## config.mk

```make
export PLATFORM = sky130hd
export DESIGN_NAME = tone_synth_flat
export DESIGN_NICKNAME = d
export VERILOG_FILES = /design/src/rtl/tone_synth_if.sv /design/src/rtl/tone_synth.sv /design/src/flat_wrapper.sv
export SDC_FILE = /design/constraint.sdc
export NUM_CORES = 1
export LEC_CHECK = 0
export ABC_AREA = 1
export BUFFER_PORTS_ARGS = -buffer_cell sky130_fd_sc_hd__buf_2
export CAP_MARGIN = 30
export CORE_MARGIN = 3
export CORE_UTILIZATION = 34
export CTS_BUF_LIST = sky130_fd_sc_hd__clkbuf_16
export DETAILED_ROUTE_END_ITERATION = 7
export SYNTH_ARGS = -nofsm -noshare
export SYNTH_HDL_FRONTEND = slang
export SYNTH_SLANG_ARGS = --single-unit
```

## constraint.sdc

```tcl
create_clock -name clk -period 5.25 [get_ports clk]
set_input_delay 0.7875 -clock clk [delete_from_list [all_inputs] [get_ports clk]]
set_output_delay 0.7875 -clock clk [all_outputs]
set_load 0.1 [all_outputs]
```

## src/rtl/tone_synth_if.sv

```systemverilog
// Sequencer-to-synth bus: per-voice tone codes and beat index in,
// mixed sample, PWM audio and voice status out.
interface tone_synth_if;
  logic [3:0] tone0;
  logic [3:0] tone1;
  logic [3:0] tone2;
  logic [3:0] tone3;
  logic [7:0] note_index;
  logic [5:0] sample;
  logic       pwm_out;
  logic [3:0] voice_active;

  modport master (
    output tone0, tone1, tone2, tone3, note_index,
    input  sample, pwm_out, voice_active
  );

  modport slave (
    input  tone0, tone1, tone2, tone3, note_index,
    output sample, pwm_out, voice_active
  );
endinterface

```

## src/rtl/tone_synth.sv

```systemverilog
// Four square-wave voices sharing one decay envelope, mixed into a 6-bit
// sample that drives a 63-cycle PWM audio output.
module tone_synth #(
  parameter int DIV_W       = 16,
  parameter int BASE_HALF   = 47778,
  parameter int STEP        = 2000,
  parameter int DECAY_TICKS = 250000
) (
  input  logic        clk,
  input  logic        reset_n,
  tone_synth_if.slave bus
);

  localparam int              DEC_W    = (DECAY_TICKS > 1) ? $clog2(DECAY_TICKS) : 1;
  localparam logic [DEC_W-1:0] DEC_LAST = DEC_W'(DECAY_TICKS - 1);
  localparam logic [5:0]      PWM_LAST = 6'd62;

  // Counter reload value for a tone code: half-period minus one.
  function automatic logic [DIV_W-1:0] reload_of(input logic [3:0] code);
    int half;
    half = BASE_HALF - (int'(code) - 1) * STEP;
    return DIV_W'(half - 1);
  endfunction

  logic [3:0] tone_in [4];
  assign tone_in[0] = bus.tone0;
  assign tone_in[1] = bus.tone1;
  assign tone_in[2] = bus.tone2;
  assign tone_in[3] = bus.tone3;

  logic [7:0] prev_index_q;
  logic       new_beat;
  logic       any_tone;
  logic [3:0] tone_nz;

  assign tone_nz  = {bus.tone3 != 4'd0, bus.tone2 != 4'd0,
                     bus.tone1 != 4'd0, bus.tone0 != 4'd0};
  assign any_tone = |tone_nz;
  assign new_beat = (bus.note_index != prev_index_q);

  always_ff @(posedge clk or negedge reset_n) begin
    if (!reset_n) prev_index_q <= '0;
    else          prev_index_q <= bus.note_index;
  end

  logic [3:0] sq;

  genvar gi;
  generate
    for (gi = 0; gi < 4; gi++) begin : g_voice
      logic [3:0]       tone_reg_q, tone_reg_d;
      logic [DIV_W-1:0] cnt_q, cnt_d;
      logic             sq_q, sq_d;

      // A beat restarts the phase so all voices of a chord start aligned.
      always_comb begin
        tone_reg_d = tone_reg_q;
        cnt_d      = cnt_q;
        sq_d       = sq_q;
        if (new_beat) begin
          tone_reg_d = tone_in[gi];
          cnt_d      = (tone_in[gi] == 4'd0) ? '0 : reload_of(tone_in[gi]);
          sq_d       = 1'b0;
        end else if (tone_reg_q == 4'd0) begin
          cnt_d = '0;
          sq_d  = 1'b0;
        end else if (cnt_q == '0) begin
          cnt_d = reload_of(tone_reg_q);
          sq_d  = ~sq_q;
        end else begin
          cnt_d = cnt_q - DIV_W'(1);
        end
      end

      always_ff @(posedge clk or negedge reset_n) begin
        if (!reset_n) begin
          tone_reg_q <= '0;
          cnt_q      <= '0;
          sq_q       <= 1'b0;
        end else begin
          tone_reg_q <= tone_reg_d;
          cnt_q      <= cnt_d;
          sq_q       <= sq_d;
        end
      end

      assign sq[gi] = sq_q;
    end
  endgenerate

  logic [3:0]       amp_q, amp_d;
  logic [DEC_W-1:0] dec_cnt_q, dec_cnt_d;

  // Beat wins over a coinciding decay wrap; amplitude floors at zero.
  always_comb begin
    amp_d     = amp_q;
    dec_cnt_d = dec_cnt_q;
    if (new_beat) begin
      amp_d     = any_tone ? 4'd15 : 4'd0;
      dec_cnt_d = '0;
    end else if (dec_cnt_q == DEC_LAST) begin
      dec_cnt_d = '0;
      if (amp_q != 4'd0) amp_d = amp_q - 4'd1;
    end else begin
      dec_cnt_d = dec_cnt_q + DEC_W'(1);
    end
  end

  always_ff @(posedge clk or negedge reset_n) begin
    if (!reset_n) begin
      amp_q     <= '0;
      dec_cnt_q <= '0;
    end else begin
      amp_q     <= amp_d;
      dec_cnt_q <= dec_cnt_d;
    end
  end

  logic [5:0] sample_q, sample_d;
  logic [5:0] pwm_cnt_q, pwm_cnt_d;
  logic       pwm_q, pwm_d;
  logic [3:0] voice_active_q, voice_active_d;

  always_comb begin
    sample_d = '0;
    for (int i = 0; i < 4; i++) begin
      if (sq[i]) sample_d = sample_d + {2'b00, amp_q};
    end
  end

  always_comb begin
    pwm_cnt_d      = (pwm_cnt_q == PWM_LAST) ? 6'd0 : pwm_cnt_q + 6'd1;
    pwm_d          = (pwm_cnt_q < sample_q);
    voice_active_d = new_beat ? tone_nz : voice_active_q;
  end

  always_ff @(posedge clk or negedge reset_n) begin
    if (!reset_n) begin
      sample_q       <= '0;
      pwm_cnt_q      <= '0;
      pwm_q          <= 1'b0;
      voice_active_q <= '0;
    end else begin
      sample_q       <= sample_d;
      pwm_cnt_q      <= pwm_cnt_d;
      pwm_q          <= pwm_d;
      voice_active_q <= voice_active_d;
    end
  end

  assign bus.sample       = sample_q;
  assign bus.pwm_out      = pwm_q;
  assign bus.voice_active = voice_active_q;

endmodule

```

## src/flat_wrapper.sv

```systemverilog
// flat-port wrapper written by rule: the top's interface ports become plain ports
module tone_synth_flat 
#(
  parameter int DIV_W       = 16,
  parameter int BASE_HALF   = 47778,
  parameter int STEP        = 2000,
  parameter int DECAY_TICKS = 250000
)
  (clk, reset_n, bus_tone0, bus_tone1, bus_tone2, bus_tone3, bus_note_index, bus_sample, bus_pwm_out, bus_voice_active);
  tone_synth_if bus_i ();
  input  logic clk;
  input  logic reset_n;
  input wire logic [$bits(bus_i.tone0)-1:0] bus_tone0;
  input wire logic [$bits(bus_i.tone1)-1:0] bus_tone1;
  input wire logic [$bits(bus_i.tone2)-1:0] bus_tone2;
  input wire logic [$bits(bus_i.tone3)-1:0] bus_tone3;
  input wire logic [$bits(bus_i.note_index)-1:0] bus_note_index;
  output wire logic [$bits(bus_i.sample)-1:0] bus_sample;
  output wire logic [$bits(bus_i.pwm_out)-1:0] bus_pwm_out;
  output wire logic [$bits(bus_i.voice_active)-1:0] bus_voice_active;
  assign bus_i.tone0 = bus_tone0;
  assign bus_i.tone1 = bus_tone1;
  assign bus_i.tone2 = bus_tone2;
  assign bus_i.tone3 = bus_tone3;
  assign bus_i.note_index = bus_note_index;
  assign bus_sample = bus_i.sample;
  assign bus_pwm_out = bus_i.pwm_out;
  assign bus_voice_active = bus_i.voice_active;
  tone_synth #(.DIV_W(DIV_W), .BASE_HALF(BASE_HALF), .STEP(STEP), .DECAY_TICKS(DECAY_TICKS)) u_core (.clk(clk), .reset_n(reset_n), .bus(bus_i));
endmodule
```

==> metrics <==
outcome finished, final reports clean; total detailed-routing wirelength 35.5 mm; time the worst path needs with I/O delays and setup 4.55 ns; layout cell share with drive strength beyond 1 6.12%; Final Max Slew Viols 0; footprint of the multi-input gates 10,100 um^2; post-synth cell types 51; Post-synth ARST share 100%; LEAKAGE 8.67 nW; Worst Hold Margin 0.405 ns; xor and xnor fraction of the mapped netlist area 6.87%; element type at the critical path end flop; proportion of power drawn by flip-flops and latches 20.2%; number of flip-flops and latches in the synthesized netlist 131; sequential element share of the synthesized area 21.6%; type of the tightest min-delay check input port to asynchronous set/reset pin; cell type contributing the most total cell area after synthesis dfrtp_1; switching part of the total power 49.5%; maximum fanout encountered on the critical timing path 5; Power Dens Cells 405 nW/um^2; Worst EP required 5.58 ns; Max Freq 220 MHz; highest-count cells in the layout ignoring fill and taps nand2_1 (509), inv_1 (440), ha_1 (170); slew at the pin with the worst max-slew slack 0.900 ns; routed via count divided by cell count 4.74; Clock power frac 17.9%; Boundary Pins 37; number of failing setup endpoints in the final timing report 0; main area contributors after synthesis dfrtp_1 (22%), ha_1 (14%), nand2_1 (13%); count of buffers added by post-CTS timing repair for setup 0; setup ws final 0.704 ns; later-pin clock latency in the skew report 0.44 ns; Mapped Nets 2,430; slowest stage cell on the critical path fa_1; commonest non-fill, non-tap cell in the layout nand2_1; number of port buffers 36; number of gates given a new drive strength after cts 0; RSZ-0062 raised after global routing no; clock-pin slew of the registers on the worst-case setup and hold paths 0.06 ns; number of levels in the clock H-tree 4; Root Driver clkbuf_16; longest individual stage delay on the worst path 0.60 ns; cell row count 76; final worst clock skew 0.0143 ns; cells along the critical path inv_1 > ha_1 > inv_1 > nor3_2 > inv_1 > fa_1 > inv_1 > ha_1 > inv_1 > fa_1 > inv_1 > fa_1 > nand2_1 > nor2_1 > nand2_1 > a21oi_2 > nor2_1 > nand2_1 > nand2_1 > nand2_1 > nand3_1 > nand2_1 > nand2_1; routability cong. 0.865; horizontal die dimension 217 um; Mapped Avg Cell Area 6.98 um^2; Total GRT Usage 15.5%; full die area 47,200 um^2; net switching power 3.34 mW; DP Area 16,100 um^2; layout-stage area growth over the synthesis result 9.82%; library cell appearing most often on the critical path nand2_1; number of antenna violations at the first check in global routing 0; die outline height 217 um; part of the total power dissipated in combinational logic 61.9%; number of buffers created by CTS 17; top flip-flop cell by instance count after synthesis dfrtp_1; multiplexer share of the synthesized area 0%; Antenna Violating Nets Remaining 0; Internal Pwr Total 3.40 mW; clock tree from TritonCTS done; final hold violation count 0; Pre-Repair DR Iteration Count 5; Detail Placement HPWL 28.8 mm; starting density of the core 34.9%; area occupied by registers 3280 um^2; post-route standard cell area excluding fillers 16,700 um^2; complex-gate fraction of the synthesized area 9.84%; sort of element at the start of the critical path flop; final worst-path cycle share 86.6%; arrival time reported for the critical path endpoint 4.87 ns; final layout net count 2,480; total clock sinks 131; number of warnings issued by yosys 0; post-synth design cell area 15,200 um^2; max-capacitance violation count 0; Iter 0 DRT Violations 828; wire length of the first global-routing pass 61.2 mm; gate count after technology mapping 2,176; Setup Total Neg Slack 0 ns; via count 13,400; post-detailed-route DRC marker count 0; EDFF count, synth 0; residual overflow from global routing 0; simple-gate area share of the yosys netlist 28.5%; worst slack at placement 0.493 ns; maximum number of pins on one net before global-route repair 92; fill count 4,602; combinational family with the most area after synthesis simple AND/OR/NAND/NOR gates; DR WL/cell 12.6 um; worst rel slew slack 40.0%; antenna cells 0; placeable core region 43,600 um^2; maximum root-to-sink buffer count 2; quantity of hold-fixing buffers added after cts 0; vias in the first global route 13,100; kind of critical path flop to flop; post-synth top area share 21.6%; Peak supply drop 0.230 mV; area share of fa/ha/maj cells after synthesis 21.7%
-- flip-flops by register name, indices dropped and copies added (netlist names) --
name and flops:
u_core.bus.voice_active 4, u_core.g_voice.cnt_q 64, u_core.bus.sample 6, u_core.dec_cnt_q 18, u_core.g_voice.sq_q 4, u_core.bus.pwm_out 1, u_core.amp_q 4, u_core.pwm_cnt_q 6
u_core.prev_index_q 8, u_core.g_voice.tone_reg_q 16
-- critical path: cells and delay by family (launching register included) --
| family | cells | cell delay (ns) |
|---|---|---|
| fa+ha+maj | 5 | 2.15 |
| simple gates | 11 | 0.99 |
| buf+inv | 6 | 0.67 |
| flops | 1 | 0.44 |
| compound gates | 1 | 0.19 |
-- cell type report --
| cell class | count | area share [%] |
|---|---|---|
| clock inverter | 15 | 0.953 |
| sequential | 131 | 19.7 |
| timing repair buffer | 43 | 1.43 |
| clock buffer | 17 | 2.55 |
| multi-input combinational | 1583 | 60.8 |
| tap | 585 | 4.39 |
| inverter | 450 | 10.2 |
-- Yosys cell counts, types with 14 or more instances --
cell        n
nand2_1   509
inv_1     439
ha_1      170
nand3_1   167
nor2_1    154
dfrtp_1   131
a21oi_1   103
o21ai_0    84
xor2_1     79
fa_1       58
nand4_1    47
xnor2_1    40
o21ai_1    29
nor2_2     18
nor3_1     18
o211ai_1   14
-- path summary, 6_finish.rpt --
path | from | end | slack [ns] | depth (start not counted)
setup / recovery | u_core.g_voice[3].tone_reg_q[0]$_DFFE_PN0N_ | u_core.g_voice[3].cnt_q[15]$_DFF_PN0_ | 0.70 | 23
hold / removal | reset_n | u_core.g_voice[1].cnt_q[12]$_DFF_PN0_ | 0.40 | 1
setup reg to reg | u_core.g_voice[3].tone_reg_q[0]$_DFFE_PN0N_ | u_core.g_voice[3].cnt_q[15]$_DFF_PN0_ | 0.70 | 23
hold reg to reg | u_core.bus.voice_active[0]$_DFFE_PN0N_ | u_core.bus.voice_active[0]$_DFFE_PN0N_ | 0.47 | 2
max in group asynchronous | reset_n | u_core.g_voice[3].cnt_q[11]$_DFF_PN0_ | 3.78 | 2
min in group clk | u_core.bus.voice_active[0]$_DFFE_PN0N_ | u_core.bus.voice_active[0]$_DFFE_PN0N_ | 0.47 | 2
-- power groups by stage --
| stage | clock [mW] | sequential (mW) | combinational [mW] |
|---|---|---|---|
| floorplan | 0 | 1.34 | 3.32 |
| global placement | 0 | 1.37 | 4.06 |
| detailed placement | 0 | 1.38 | 4.14 |
| CTS | 1.25 | 1.36 | 4.17 |
| global route | 1.29 | 1.38 | 4.84 |
| finish | 1.21 | 1.36 | 4.17 |
-- through the flow --
step                      power (mW)  cells  util (%)
after CTS                       6.78   2824      38.3
after detailed placement        5.51   2792      36.9
final                           6.75   2824      38.3
after floorplan                 4.66   2176         -
after global placement          5.43   2792      36.9
after global routing            7.51   2824      38.3
-- routing by layer --
layer / vias to the layer above / global-route usage (%) / part of all wire (%)
met4: 0 / 3.24 / 1.2
met3: 27 / 2.88 / 3.4
met5: - / 0 / 0
li1: 7021 / - / -
met1: 6155 / 20.6 / 49
met2: 188 / 26.3 / 46
-- kinds of logic after synthesis --
logic type	Yosys count
XOR/XNOR	119
buffers and inverters	462
flip-flops	131
AO/OA/AOI/OAI	270
adder cells (fa/ha/maj)	228
AND/OR/NAND/NOR	966
Note: power is estimated with default switching activity, not from simulation.
